**config.mk**
```make
export PLATFORM = sky130hd
export DESIGN_NAME = id_ex_stage
export DESIGN_NICKNAME = d
export VERILOG_FILES = /design/src/rtl/id_ex_stage.sv
export SDC_FILE = /design/constraint.sdc
export NUM_CORES = 1
export LEC_CHECK = 0
export BUFFER_PORTS_ARGS = -buffer_cell sky130_fd_sc_hd__buf_2
export CAP_MARGIN = 10
export CORE_AREA = 2 2 147 149
export DETAILED_ROUTE_END_ITERATION = 12
export DIE_AREA = 0 0 149 151
export GPL_TIMING_DRIVEN = 0
export SLEW_MARGIN = 20
export SYNTH_ARGS = -nofsm -noshare
export SYNTH_HDL_FRONTEND = slang
export SYNTH_SLANG_ARGS = --single-unit
export TNS_END_PERCENT = 50
```
**constraint.sdc**
```tcl
create_clock -name clk_i -period 3.7 [get_ports clk_i]
set_clock_uncertainty 0.15 [all_clocks]
set_input_delay 0.185 -clock clk_i [delete_from_list [all_inputs] [get_ports clk_i]]
set_output_delay 0.185 -clock clk_i [all_outputs]
set_load 0.02 [all_outputs]
```
**src/rtl/id_ex_stage.sv**
```systemverilog
// ---------------------------------------------------------------------------
// id_ex_stage
// ID/EX pipeline register for the 5-stage MIPS pipeline. It also does
// load-use hazard detection.
//
// The stage captures the decoded control word, both register operands, the
// immediate, PC+4 and the full instruction word from ID. These registers feed
// EX, where the forwarding unit reads the rs/rt fields of the instruction.
// A bubble (all-zero instruction and control) is inserted when a branch
// flush arrives or on a load-use hazard. Two saturating counters record how
// many bubbles of each kind were inserted.
//
// Ports:
//   clk_i                rising-edge clock
//   rst_i                asynchronous active-low reset
//   IF_ID_instruction_i  instruction word currently in ID
//   IF_ID_pc4_i          PC+4 of that instruction
//   rs_data_i/rt_data_i  register-file read data
//   imm_i                sign-extended immediate
//   ctrl_i               decoder control {regWrite, memRead, memWrite,
//                        memToReg, branch, aluSrc, regDst, aluOp[2:0]}
//   flush_i              branch taken; kill the ID instruction
//   ID_EX_*_o            registered copies presented to EX
//   pc_write_o           PC enable (0 = hold PC)
//   IF_ID_write_o        IF/ID enable (0 = hold IF/ID)
//   stall_cnt_o          saturating count of load-use bubbles
//   flush_cnt_o          saturating count of flush bubbles
// ---------------------------------------------------------------------------
module id_ex_stage #(
    parameter int CNT_W = 16
) (
    input  logic             clk_i,
    input  logic             rst_i,
    input  logic [31:0]      IF_ID_instruction_i,
    input  logic [31:0]      IF_ID_pc4_i,
    input  logic [31:0]      rs_data_i,
    input  logic [31:0]      rt_data_i,
    input  logic [31:0]      imm_i,
    input  logic [9:0]       ctrl_i,
    input  logic             flush_i,
    output logic [31:0]      ID_EX_instruction_o,
    output logic [31:0]      ID_EX_pc4_o,
    output logic [31:0]      ID_EX_rs_data_o,
    output logic [31:0]      ID_EX_rt_data_o,
    output logic [31:0]      ID_EX_imm_o,
    output logic [9:0]       ID_EX_ctrl_o,
    output logic             pc_write_o,
    output logic             IF_ID_write_o,
    output logic [CNT_W-1:0] stall_cnt_o,
    output logic [CNT_W-1:0] flush_cnt_o
);

    localparam int MEM_READ_BIT = 8;
    localparam logic [CNT_W-1:0] CNT_MAX = {CNT_W{1'b1}};
    localparam logic [CNT_W-1:0] CNT_ONE = CNT_W'(1);

    logic [4:0] exRt_s;
    logic [4:0] idRs_s;
    logic [4:0] idRt_s;
    logic       hazard_s;
    logic       stall_s;

    // Load-use detection against the load currently sitting in ID/EX.
    // A load into $0 never produces a value worth waiting for.
    always_comb begin
        exRt_s   = ID_EX_instruction_o[20:16];
        idRs_s   = IF_ID_instruction_i[25:21];
        idRt_s   = IF_ID_instruction_i[20:16];
        hazard_s = 1'b0;
        if (ID_EX_ctrl_o[MEM_READ_BIT] && (exRt_s != 5'd0) &&
            ((exRt_s == idRs_s) || (exRt_s == idRt_s))) begin
            hazard_s = 1'b1;
        end else begin
            hazard_s = 1'b0;
        end
        // A flush kills the dependent instruction anyway, so it must not stall.
        stall_s = hazard_s && !flush_i;
    end

    assign pc_write_o    = !stall_s;
    assign IF_ID_write_o = !stall_s;

    // Pipeline register with bubble insertion. Priority is flush, then
    // load-use stall, then normal capture.
    always_ff @(posedge clk_i or negedge rst_i) begin
        if (!rst_i) begin
            ID_EX_instruction_o <= 32'd0;
            ID_EX_pc4_o         <= 32'd0;
            ID_EX_rs_data_o     <= 32'd0;
            ID_EX_rt_data_o     <= 32'd0;
            ID_EX_imm_o         <= 32'd0;
            ID_EX_ctrl_o        <= 10'd0;
        end else if (flush_i || hazard_s) begin
            // sll $0,$0,0 with all control deasserted: rd = 0 keeps the
            // forwarding unit from ever matching the bubble.
            ID_EX_instruction_o <= 32'd0;
            ID_EX_pc4_o         <= 32'd0;
            ID_EX_rs_data_o     <= 32'd0;
            ID_EX_rt_data_o     <= 32'd0;
            ID_EX_imm_o         <= 32'd0;
            ID_EX_ctrl_o        <= 10'd0;
        end else begin
            ID_EX_instruction_o <= IF_ID_instruction_i;
            ID_EX_pc4_o         <= IF_ID_pc4_i;
            ID_EX_rs_data_o     <= rs_data_i;
            ID_EX_rt_data_o     <= rt_data_i;
            ID_EX_imm_o         <= imm_i;
            ID_EX_ctrl_o        <= ctrl_i;
        end
    end

    // Saturating bubble counters. A flush bubble is not also counted as a stall.
    always_ff @(posedge clk_i or negedge rst_i) begin
        if (!rst_i) begin
            stall_cnt_o <= {CNT_W{1'b0}};
            flush_cnt_o <= {CNT_W{1'b0}};
        end else begin
            if (flush_i && (flush_cnt_o != CNT_MAX)) begin
                flush_cnt_o <= flush_cnt_o + CNT_ONE;
            end else begin
                flush_cnt_o <= flush_cnt_o;
            end
            if (stall_s && (stall_cnt_o != CNT_MAX)) begin
                stall_cnt_o <= stall_cnt_o + CNT_ONE;
            end else begin
                stall_cnt_o <= stall_cnt_o;
            end
        end
    end

endmodule

```
==> reports/qor.yml <==
global_routing:
  grt_util_met2_pct: 33.1
  busiest_layer: "met2"
  first_global_vias: 6314
  gr-total-overflow: 0
  met3_usage_pct: 5.00
  gr-usage-met1_pct: 21.3
  grtUsageTotal_pct: 18.6
  grt_pass1_wl_um: 32900
  grt_max_degree: 87
  antenna_found_initial: 0
setup_path:
  crit_path_cell_trace: "xnor2_1, nand2_1, o22ai_2, clkbuf_1, nand2_1, buf_4, buf_2"
  crit_family: "buffers and inverters"
  path_class: "reg -> out"
  path_buf_inv: 3
  r2r-start: "ID_EX_instruction_o[17]$_DFF_PN0_"
  slowest_delay_ns: 0.45
  crit_arrival_ns: 2.51
  cp_data_required_time_ns: 3.37
  critPathMaxFanout: 10
  cp-start-kind: "flip-flop"
  critPathLaunch: "ID_EX_instruction_o[17]$_DFF_PN0_"
  cpMaxStageDelayCell: "dfrtp_1"
  worst_path_most_repeated_cell: "nand2_1"
  end_kind: "output port"
yosys:
  ys_seq_elements: 202
  synth_cell_type_count: 35
  synth-async-reset-ratio_pct: 100
  synth_edf_count: 0
  ys.warnings.count: 0
  netlist_area_um2: 7220
  syn_inst: 519
  synth_area_per_cell_um2: 13.9
  synth.yosys.seq_area_share_pct: 70.0
  ys.flop_type: "dfrtp_1"
  synth_nets: 694
sta:
  fin_crit_ns: 2.84
  hold_viol_final: 0
  fin_hold_ws_ns: 0.283
  slew_violations: 0
  slew_headroom_pct: 59.8
  worst_pin_slew_ns: 0.597
  final-setup-viol-count: 0
  rsz0062_at_grt: "false"
  fmax_mhz: 352
  period_share_pct: 76.9
clocking:
  cts_buffers: 22
  h-tree-depth: 1
  cts.sinks: 202
  clock_latency_ns: 0.49
  cts_root_buffer: "clkbuf_16"
  clockBufferDepth: 3
  clkTransAtPathRegs_ns: 0.06
  cts_tree: "yes"
  cts_resized: 0
floorplanning:
  core-area_um2: 20800
  initial_utilization_pct: 34.7
  rows: 53
  fp.dieH_um: 151
  dieArea_um2: 22500
  io_pins: 377
  die_w_um: 149
pwr:
  p_comb_share_pct: 15.9
  p_switching_uw: 1410
  power_frac_seq_pct: 43.9
  p_per_area_nw_per_um2: 463
  peakVddDrop_mv: 0.323
  p_leak_uw: 0.00628
  internal-power_uw: 4150
  p_clk_share_pct: 40.2
  swShare_pct: 25.3
  finalPower_uw: 5560
placement:
  gp_congestion: 0.793
  placed_cell_area_um2: 9510
  portBuffers: 376
  dp_hpwl_um: 14600
  place.detailed.instances: 1172
final_layout:
  fin_nets: 1270
  design_area_um2: 12000
  fin_util_pct: 57.7
  fin_cells: 1386
  diodes: 0
  syn_to_final_growth_pct: 66.4
  drive_gt1_share_pct: 47.1
drt:
  via_count: 5931
  drt-initial-drc-count: 149
  wl_per_cell_um: 15.6
  ant_nets: 0
  first_pass_iters: 4
  drc_errors: 0
  routed_wl_um: 21600
  vias_per_cell: 4.28
min_path:
  min_path_type: "in -> reg"
  min_from: "IF_ID_pc4_i[23]"
job:
  max-cap-violations: 0
outcome:
  status: "finished, final reports clean"
routing by layer:
metal / routed length, um / up-vias
li1: - / 2803
met4: 730 / 0
met2: 11000 / 272
met3: 1720 / 59
met1: 8190 / 2797
met5: 0 / -
layout by cell type, fill, tap and decap left out, types with 12 or more instances in the layout:
master and n:
buf_2 375, dfrtp_1 202, dlygate4sd3_1 174, and2_2 90, and2_1 81, xnor2_1 31
clkbuf_16 23, nand3_1 17, clkbuf_1 13, nand2_1 12
what timing repair did:
action,4_1_cts,5_1_grt
hold buffers,174,0
setup buffers,0,0
hold endpoints to repair,374,0
stage by stage:
step,TNS [ns],worst slack (ns)
after CTS,0,0.815
final,0,0.856
after global placement,-218.88,-1.11
after global routing,0,0.713
after floorplan,0,1.55
after detailed placement,0,1.08
power groups by stage:
stage	clock, uW	sequential (uW)	combinational (uW)
after floorplan	0	2660	194
after global placement	0	2480	723
after detailed placement	0	2480	740
after CTS	2300	2440	888
after global routing	2390	2460	956
final	2230	2440	884
Yosys cell counts, types with 6 or more instances:
cell	n	share of area (%)
and2_2	90	9.4
nor3_1	6	0.42
xor2_1	6	0.73
nand2_1	12	0.62
clkbuf_2	10	0.69
clkbuf_1	8	0.42
and2_1	81	7.0
nor2_1	10	0.52
nand4_1	10	0.87
xnor2_1	31	3.8
dfrtp_1	202	70
nand3_1	17	1.2
registers in the layout (all words and copies together), names as in the netlist:
register / flops
flush_cnt_o: 16
ID_EX_pc4_o: 32
stall_cnt_o: 16
ID_EX_rs_data_o: 32
ID_EX_rt_data_o: 32
ID_EX_instruction_o: 32
ID_EX_ctrl_o: 10
ID_EX_imm_o: 32
path summary, 6_finish.rpt:
path,to,slack (ns),cells past startpoint
worst max-delay path,pc_write_o,0.86,7
worst min-delay path,ID_EX_pc4_o[23]$_DFF_PN0_,0.28,3
worst max register to register,ID_EX_instruction_o[23]$_DFF_PN0_,1.09,7
worst min register to register,stall_cnt_o[15]$_DFFE_PN0P_,0.34,1
max in group asynchronous,flush_cnt_o[15]$_DFFE_PN0P_,2.01,4
min in group asynchronous,flush_cnt_o[14]$_DFFE_PN0P_,0.54,3
final cells by class:
| class | instances | area (um2) |
|---|---|---|
| Fill cell | 1683 | 8810 |
| Inverter | 4 | 15.0 |
| Clock inverter | 3 | 43.8 |
| Multi-Input combinational cell | 293 | 2050 |
| Buffer | 20 | 98.8 |
| Timing Repair Buffer | 552 | 3690 |
| Clock buffer | 37 | 718 |
| Tap cell | 275 | 344 |
| Sequential cell | 202 | 5050 |
tightest hold or removal path, delay by kind of cell:
kind / cells / cell delay [ns]
buffers and inverters: 2 / 0.61
AND/OR/NAND/NOR: 1 / 0.10
kinds of logic after synthesis:
| group | after synthesis | synth area share (%) |
|---|---|---|
| adder cells (fa/ha/maj) | 2 | 0.347 |
| flip-flops | 202 | 70.0 |
| buffers and inverters | 24 | 1.58 |
| multiplexers | 3 | 0.468 |
| XOR/XNOR | 37 | 4.49 |
| AO/OA/AOI/OAI | 9 | 1.42 |
| AND/OR/NAND/NOR | 242 | 21.7 |
Note: power is estimated with default switching activity, not from simulation.
